==> src/rtl/ft_store_buffer_if.sv <==
// ----------------------------------------------------------------------------
// ft_store_buffer_if
// Bundles the store-side handshake (core -> buffer) and the memory write
// handshake (buffer -> data memory) of the fault-tolerant store buffer.
//
// Signals:
//   wr_valid  core presents a store this cycle
//   wr_ready  buffer can accept a store this cycle
//   wr_addr   store byte address
//   wr_data   comparator-selected store data
//   wr_be     byte enables
//   match     comparator verdict, 1 = replicas agree
//   mem_req   write request to data memory
//   mem_gnt   memory grant, request consumed on req & gnt
//   mem_we    write enable, mirrors mem_req
//   mem_addr  head-entry address (0 while idle)
//   mem_wdata head-entry data (0 while idle)
//   mem_be    head-entry byte enables (0 while idle)
//
// Modports:
//   slave  - the store buffer's view
//   master - the surrounding core/memory environment's view
// ----------------------------------------------------------------------------
interface ft_store_buffer_if;
    logic        wr_valid;
    logic        wr_ready;
    logic [31:0] wr_addr;
    logic [31:0] wr_data;
    logic [3:0]  wr_be;
    logic        match;
    logic        mem_req;
    logic        mem_gnt;
    logic        mem_we;
    logic [31:0] mem_addr;
    logic [31:0] mem_wdata;
    logic [3:0]  mem_be;

    modport slave (
        input  wr_valid, wr_addr, wr_data, wr_be, match, mem_gnt,
        output wr_ready, mem_req, mem_we, mem_addr, mem_wdata, mem_be
    );

    modport master (
        output wr_valid, wr_addr, wr_data, wr_be, match, mem_gnt,
        input  wr_ready, mem_req, mem_we, mem_addr, mem_wdata, mem_be
    );
endinterface

==> src/rtl/ft_store_buffer.sv <==
// ----------------------------------------------------------------------------
// ft_store_buffer
// Fault-tolerant store buffer sitting behind the result comparator. Stores
// whose redundant results agree are queued in a small FIFO and drained to
// data memory over a req/gnt handshake; stores whose results disagree are
// dropped, counted and their address recorded.
//
// Parameters:
//   DEPTH  FIFO entries (power of two, 2..16)
//   CNT_W  width of the saturating error counter
//
// Ports:
//   clk_i       clock, all state updates on the rising edge
//   rst_i       synchronous active-high reset
//   bus         store and memory handshakes (ft_store_buffer_if.slave)
//   mismatch_o  one-cycle pulse after a store is rejected
//   err_cnt_o   saturating count of rejected stores
//   err_addr_o  address of the most recent rejected store
//   empty_o     FIFO empty and no memory request outstanding
// ----------------------------------------------------------------------------
module ft_store_buffer #(
    parameter int DEPTH = 4,
    parameter int CNT_W = 16
) (
    input  logic               clk_i,
    input  logic               rst_i,
    ft_store_buffer_if.slave   bus,
    output logic               mismatch_o,
    output logic [CNT_W-1:0]   err_cnt_o,
    output logic [31:0]        err_addr_o,
    output logic               empty_o
);

    localparam int PTR_W = $clog2(DEPTH);
    localparam logic [PTR_W:0]   COUNT_FULL = (PTR_W+1)'(DEPTH);
    localparam logic [PTR_W:0]   COUNT_ONE  = (PTR_W+1)'(1);
    localparam logic [PTR_W:0]   COUNT_ZERO = '0;
    localparam logic [PTR_W-1:0] PTR_ONE    = PTR_W'(1);
    localparam logic [CNT_W-1:0] ERR_ONE    = CNT_W'(1);
    localparam logic [CNT_W-1:0] ERR_MAX    = '1;

    typedef enum logic {
        ST_IDLE,
        ST_REQ
    } state_e;

    state_e            state_q;
    logic              req_q;

    logic [31:0]       addr_mem_q [DEPTH];
    logic [31:0]       data_mem_q [DEPTH];
    logic [3:0]        be_mem_q   [DEPTH];

    logic [PTR_W-1:0]  wr_ptr_q;
    logic [PTR_W-1:0]  rd_ptr_q;
    logic [PTR_W:0]    count_q;
    logic [PTR_W:0]    count_d;

    logic              mismatch_q;
    logic [CNT_W-1:0]  err_cnt_q;
    logic [31:0]       err_addr_q;

    logic              wr_ready;
    logic              push;
    logic              reject;
    logic              pop;

    // Readiness depends only on the registered count, so a pop in the same
    // cycle never frees a slot for a push into a full buffer.
    assign wr_ready = (count_q != COUNT_FULL);
    assign push     = bus.wr_valid & wr_ready & bus.match;
    assign reject   = bus.wr_valid & wr_ready & ~bus.match;
    assign pop      = req_q & bus.mem_gnt;

    // Occupancy after this edge; a simultaneous push and pop cancel out.
    always_comb begin
        count_d = count_q;
        if (push && !pop) begin
            count_d = count_q + COUNT_ONE;
        end else if (!push && pop) begin
            count_d = count_q - COUNT_ONE;
        end
    end

    // Entry storage carries no reset: validity is tracked by the pointers.
    always_ff @(posedge clk_i) begin
        if (push) begin
            addr_mem_q[wr_ptr_q] <= bus.wr_addr;
            data_mem_q[wr_ptr_q] <= bus.wr_data;
            be_mem_q[wr_ptr_q]   <= bus.wr_be;
        end
    end

    // Pointers wrap naturally because DEPTH is a power of two.
    always_ff @(posedge clk_i) begin
        if (rst_i) begin
            wr_ptr_q <= '0;
            rd_ptr_q <= '0;
            count_q  <= '0;
        end else begin
            if (push) begin
                wr_ptr_q <= wr_ptr_q + PTR_ONE;
            end
            if (pop) begin
                rd_ptr_q <= rd_ptr_q + PTR_ONE;
            end
            count_q <= count_d;
        end
    end

    // Drain FSM: leaves IDLE one cycle after data lands in the FIFO and
    // stays in REQ for back-to-back commits until the FIFO runs dry.
    always_ff @(posedge clk_i) begin
        if (rst_i) begin
            state_q <= ST_IDLE;
            req_q   <= 1'b0;
        end else begin
            case (state_q)
                ST_IDLE: begin
                    if (count_q != COUNT_ZERO) begin
                        state_q <= ST_REQ;
                        req_q   <= 1'b1;
                    end
                end
                ST_REQ: begin
                    if (pop && (count_d == COUNT_ZERO)) begin
                        state_q <= ST_IDLE;
                        req_q   <= 1'b0;
                    end
                end
                default: begin
                    state_q <= ST_IDLE;
                    req_q   <= 1'b0;
                end
            endcase
        end
    end

    // Rejected-store bookkeeping; the counter sticks at its maximum.
    always_ff @(posedge clk_i) begin
        if (rst_i) begin
            mismatch_q <= 1'b0;
            err_cnt_q  <= '0;
            err_addr_q <= '0;
        end else begin
            mismatch_q <= reject;
            if (reject) begin
                err_addr_q <= bus.wr_addr;
                if (err_cnt_q != ERR_MAX) begin
                    err_cnt_q <= err_cnt_q + ERR_ONE;
                end
            end
        end
    end

    assign bus.wr_ready  = wr_ready;
    assign bus.mem_req   = req_q;
    assign bus.mem_we    = req_q;
    assign bus.mem_addr  = req_q ? addr_mem_q[rd_ptr_q] : 32'h0;
    assign bus.mem_wdata = req_q ? data_mem_q[rd_ptr_q] : 32'h0;
    assign bus.mem_be    = req_q ? be_mem_q[rd_ptr_q]   : 4'h0;

    assign mismatch_o = mismatch_q;
    assign err_cnt_o  = err_cnt_q;
    assign err_addr_o = err_addr_q;
    assign empty_o    = (count_q == COUNT_ZERO) && (state_q == ST_IDLE);

endmodule
==> src/flat_wrapper.sv <==
// flat-port wrapper written by rule: the top's interface ports become plain ports
module ft_store_buffer_flat 
#(
    parameter int DEPTH = 4,
    parameter int CNT_W = 16
)
  (clk_i, rst_i, mismatch_o, err_cnt_o, err_addr_o, empty_o, bus_wr_valid, bus_wr_addr, bus_wr_data, bus_wr_be, bus_match, bus_mem_gnt, bus_wr_ready, bus_mem_req, bus_mem_we, bus_mem_addr, bus_mem_wdata, bus_mem_be);
  ft_store_buffer_if bus_i ();
  input  logic clk_i;
  input  logic rst_i;
  output logic mismatch_o;
  output logic [CNT_W-1:0] err_cnt_o;
  output logic [31:0] err_addr_o;
  output logic empty_o;
  input wire logic [$bits(bus_i.wr_valid)-1:0] bus_wr_valid;
  input wire logic [$bits(bus_i.wr_addr)-1:0] bus_wr_addr;
  input wire logic [$bits(bus_i.wr_data)-1:0] bus_wr_data;
  input wire logic [$bits(bus_i.wr_be)-1:0] bus_wr_be;
  input wire logic [$bits(bus_i.match)-1:0] bus_match;
  input wire logic [$bits(bus_i.mem_gnt)-1:0] bus_mem_gnt;
  output wire logic [$bits(bus_i.wr_ready)-1:0] bus_wr_ready;
  output wire logic [$bits(bus_i.mem_req)-1:0] bus_mem_req;
  output wire logic [$bits(bus_i.mem_we)-1:0] bus_mem_we;
  output wire logic [$bits(bus_i.mem_addr)-1:0] bus_mem_addr;
  output wire logic [$bits(bus_i.mem_wdata)-1:0] bus_mem_wdata;
  output wire logic [$bits(bus_i.mem_be)-1:0] bus_mem_be;
  assign bus_i.wr_valid = bus_wr_valid;
  assign bus_i.wr_addr = bus_wr_addr;
  assign bus_i.wr_data = bus_wr_data;
  assign bus_i.wr_be = bus_wr_be;
  assign bus_i.match = bus_match;
  assign bus_i.mem_gnt = bus_mem_gnt;
  assign bus_wr_ready = bus_i.wr_ready;
  assign bus_mem_req = bus_i.mem_req;
  assign bus_mem_we = bus_i.mem_we;
  assign bus_mem_addr = bus_i.mem_addr;
  assign bus_mem_wdata = bus_i.mem_wdata;
  assign bus_mem_be = bus_i.mem_be;
  ft_store_buffer #(.DEPTH(DEPTH), .CNT_W(CNT_W)) u_core (.clk_i(clk_i), .rst_i(rst_i), .bus(bus_i), .mismatch_o(mismatch_o), .err_cnt_o(err_cnt_o), .err_addr_o(err_addr_o), .empty_o(empty_o));
endmodule
==> config.mk <==
export PLATFORM = sky130hd
export DESIGN_NAME = ft_store_buffer_flat
export DESIGN_NICKNAME = d
export VERILOG_FILES = /design/src/rtl/ft_store_buffer_if.sv /design/src/rtl/ft_store_buffer.sv /design/src/flat_wrapper.sv
export SDC_FILE = /design/constraint.sdc
export NUM_CORES = 1
export LEC_CHECK = 0
export ABC_CLOCK_PERIOD_IN_PS = 4600
export BUFFER_PORTS_ARGS = -buffer_cell sky130_fd_sc_hd__buf_2
export CORE_UTILIZATION = 30
export CTS_CLUSTER_DIAMETER = 60
export CTS_CLUSTER_SIZE = 28
export DETAILED_ROUTE_END_ITERATION = 8
export GPL_ROUTABILITY_DRIVEN = 0
export PLACE_DENSITY = 0.55
export SLEW_MARGIN = 20
export SYNTH_ARGS = -nofsm -noshare
export SYNTH_HDL_FRONTEND = slang
export SYNTH_SLANG_ARGS = --single-unit
export TNS_END_PERCENT = 30
==> constraint.sdc <==
create_clock -name clk_i -period 4.6 [get_ports clk_i]
set_input_delay 1.38 -clock clk_i [delete_from_list [all_inputs] [get_ports clk_i]]
set_output_delay 1.38 -clock clk_i [all_outputs]
set_load 0.03 [all_outputs]
==> metrics.cfg <==
[status]
status=complete, no violations

[floorplanning]
start_util_pct=30.5
num_rows=75
design.core.area_mm2=0.0421
die_w_um=209
ios=194
fp.dieArea_mm2=0.0437
die_h_um=209

[global_route]
grtUsageTotal_pct=13.3
grt_pass1_vias=7149
use_met3_pct=3.34
gr-total-overflow=0
grt_pass1_wl_um=43900
top_usage_layer=met2
use_met1_pct=18.7
use_met2_pct=20.5
grt_max_degree=50
antenna_found_initial=3

[power_and_ir_drop]
power_frac_seq_pct=45.4
power.share.switching_pct=30.7
p_leak_nw=5.47
peakVddDrop_mv=0.278
internal_power_w=0.00533
powerDensity_mw_per_mm2=493
power.switching_w=0.00236
pwr-share-clk_pct=34.9
total_power_w=0.00769
combPwrFrac_pct=19.7

[worst_setup_path]
crit_fanout=24
rr_worst_depth=6
r2r-end=u_core.err_cnt_o[5]
rrSetupSlack_ns=1.88
crit_end=bus_mem_be[0]
crit_required_ns=3.22
arrival_ns=2.52
critPathKind=reg2out
crit_path_start_kind=register
reg2reg_from=u_core.count_q[0]
endpoint_kind=output port

[cts]
postCtsHoldBufs=0
cts_tree=built
cts-root-buf=clkbuf_16
post_cts_buffers=0
numCtsBuffers=30
clkLatencyLatePin_ns=0.59
path_clk_slew_ns=0.07
ctsLongestPathBuffers=3
post_cts_resized=0
h-tree-depth=1
clkSinkCount=332

[final_layout]
area_growth_syn_to_layout_pct=21.4
fillCellCount=3936
fin_nets=1023
regArea_mm2=0.00938
layout_common_cells=272 x edfxtp_1, 193 x buf_2, 72 x nand2_1
multi_input_area_mm2=0.00328
final_common_cell=edfxtp_1
drive_gt1_share_pct=35.7
fin_area_mm2=0.0156

[place]
dp.final_hpwl_um=18500
dp_slack_ns=1.15
portBuffers=193
dpl_cell_area_mm2=0.0145

[logic_synthesis]
synth.distinct_cells=42
synthArstFlopShare_pct=0
yosysSeqAreaShare_pct=72.9
synth_flop_cell=edfxtp_1
synth_warnings=0
synth_area_mm2=0.0128
avgSynthCellArea_um2=17.2
ys_ff_latch=332
synth_edf_count=272
synthCells=746
synth_nets=827

[sta]
tightest_slew_ns=0.881
slew_violations=0
fin_setup_tns_ns=0
clock.fmax_ghz=0.257
finalClockSkew_ns=0.0236
hold_viol=0
period_minus_slack_ns=3.90
max_slew_margin_pct=41.3
fin_ws_ns=0.702
rsz0062_at_grt=false
min_period_over_period_pct=84.7
setup_violations=0

[routing]
totalWireLength_um=29400
avgRoutedWirePerCell_um=19.5
drc=0
dr_total_vias=7130
first_iter_violations=384
viasPerCell=4.73
firstDrtPassIters=5
antenna_left=0

[worst_hold_path]
whs_path_depth=2
min_path_type=reg2reg

[job]
drv_cap=0

layout make-up:
class                   count  share of cell area (%)
diodes                      2                  0.0321
clock buffers              32                    5.00
multi-input cells         363                    21.0
flip-flops and latches    332                    60.1
clock inverters            24                    1.96
repair buffers            207                    7.35
well taps                 539                    4.32
inverters                   8                   0.193
stage by stage:
step                      hold WS [ns]  util (%)  instances
after floorplan                  0.485         -        746
after global placement           0.440      34.4       1449
after detailed placement         0.446      34.4       1449
after CTS                        0.457      37.0       1505
after global routing             0.479      37.0       1505
final                            0.454      37.0       1507
cells by family (layout without fill, tap and decap cells):
logic type      after synthesis  count (layout)  share of synthesized area [%]
other cells                   0               2                              0
xor+xnor                      5               5                          0.341
buf+inv                      51             271                           1.74
mux                          73              73                           12.4
compound gates               69              69                           3.07
flops                       332             332                           72.9
fa+ha+maj                     8               8                          0.779
simple gates                208             208                           8.79
critical path: stages (launching register included):
cell     delay, ns
dfxtp_4       0.70
buf_12        0.30
mux4_2        0.54
and2_1        0.21
buf_2         0.18
per-layer routing:
| layer | up-vias | wire (um) | part of all wire (%) |
|---|---|---|---|
| met1 | 3624 | 13700 | 47 |
| met3 | 41 | 1700 | 5.8 |
| met5 | - | 23 | 0.078 |
| met2 | 188 | 13300 | 45 |
| li1 | 3273 | - | - |
| met4 | 4 | 624 | 2.1 |
flip-flops by register name (all words and copies together) (netlist names), named ones only:
signal and cells:
u_core.count_q 3, u_core.data_mem_q 128, u_core.addr_mem_q 128, u_core.state_q 1, u_core.bus.mem_req 1, u_core.be_mem_q 16
u_core.err_addr_o 32, u_core.mismatch_o 1, u_core.wr_ptr_q 2, u_core.rd_ptr_q 2, u_core.err_cnt_o 16
synthesized netlist by cell type (2+ instances only):
cell      instances  area share [%]
edfxtp_1        272              64
nand2_1          73             2.1
and2_1           69             3.4
mux4_2           68              12
dfxtp_1          60             9.3
a21oi_1          49             1.9
clkbuf_1         24            0.70
nor2_1           15            0.44
buf_2            11            0.43
nand3_1          11            0.43
ha_1              8            0.78
inv_1             8            0.23
o31ai_1           7            0.41
or4_1             7            0.41
and3_1            5            0.24
mux2_1            5            0.44
nand4_1           5            0.24
buf_1             4            0.12
nor2b_1           4            0.19
a21o_1            3            0.18
a311oi_1          3            0.20
buf_4             3            0.18
nor4_1            3            0.15
or3_1             3            0.15
xnor2_1           3            0.20
nand3_2           2            0.16
nor3_1            2           0.078
nor4b_1           2            0.14
o21ai_0           2           0.078
o21ai_1           2           0.078
xor2_1            2            0.14
how the worst min path moves through the flow:
stage | from | endpoint
after floorplan | u_core.rd_ptr_q[1] | register
after global placement | u_core.err_addr_o[22] | u_core.err_addr_o[22]
after detailed placement | u_core.err_addr_o[2] | u_core.err_addr_o[2]
after CTS | u_core.err_addr_o[2] | u_core.err_addr_o[2]
after global routing | u_core.err_addr_o[27] | u_core.err_addr_o[27]
final | u_core.err_addr_o[1] | u_core.err_addr_o[1]
power groups by stage:
stage	clock network [W]	registers, W	logic [W]
finish	0.00268	0.00349	0.00152
floorplan	0	0.00353	0.00106
detailed placement	0	0.00357	0.00155
global placement	0	0.00357	0.00154
CTS	0.00275	0.00350	0.00156
global route	0.00286	0.00352	0.00163
Power figures use the tool's default switching activity.
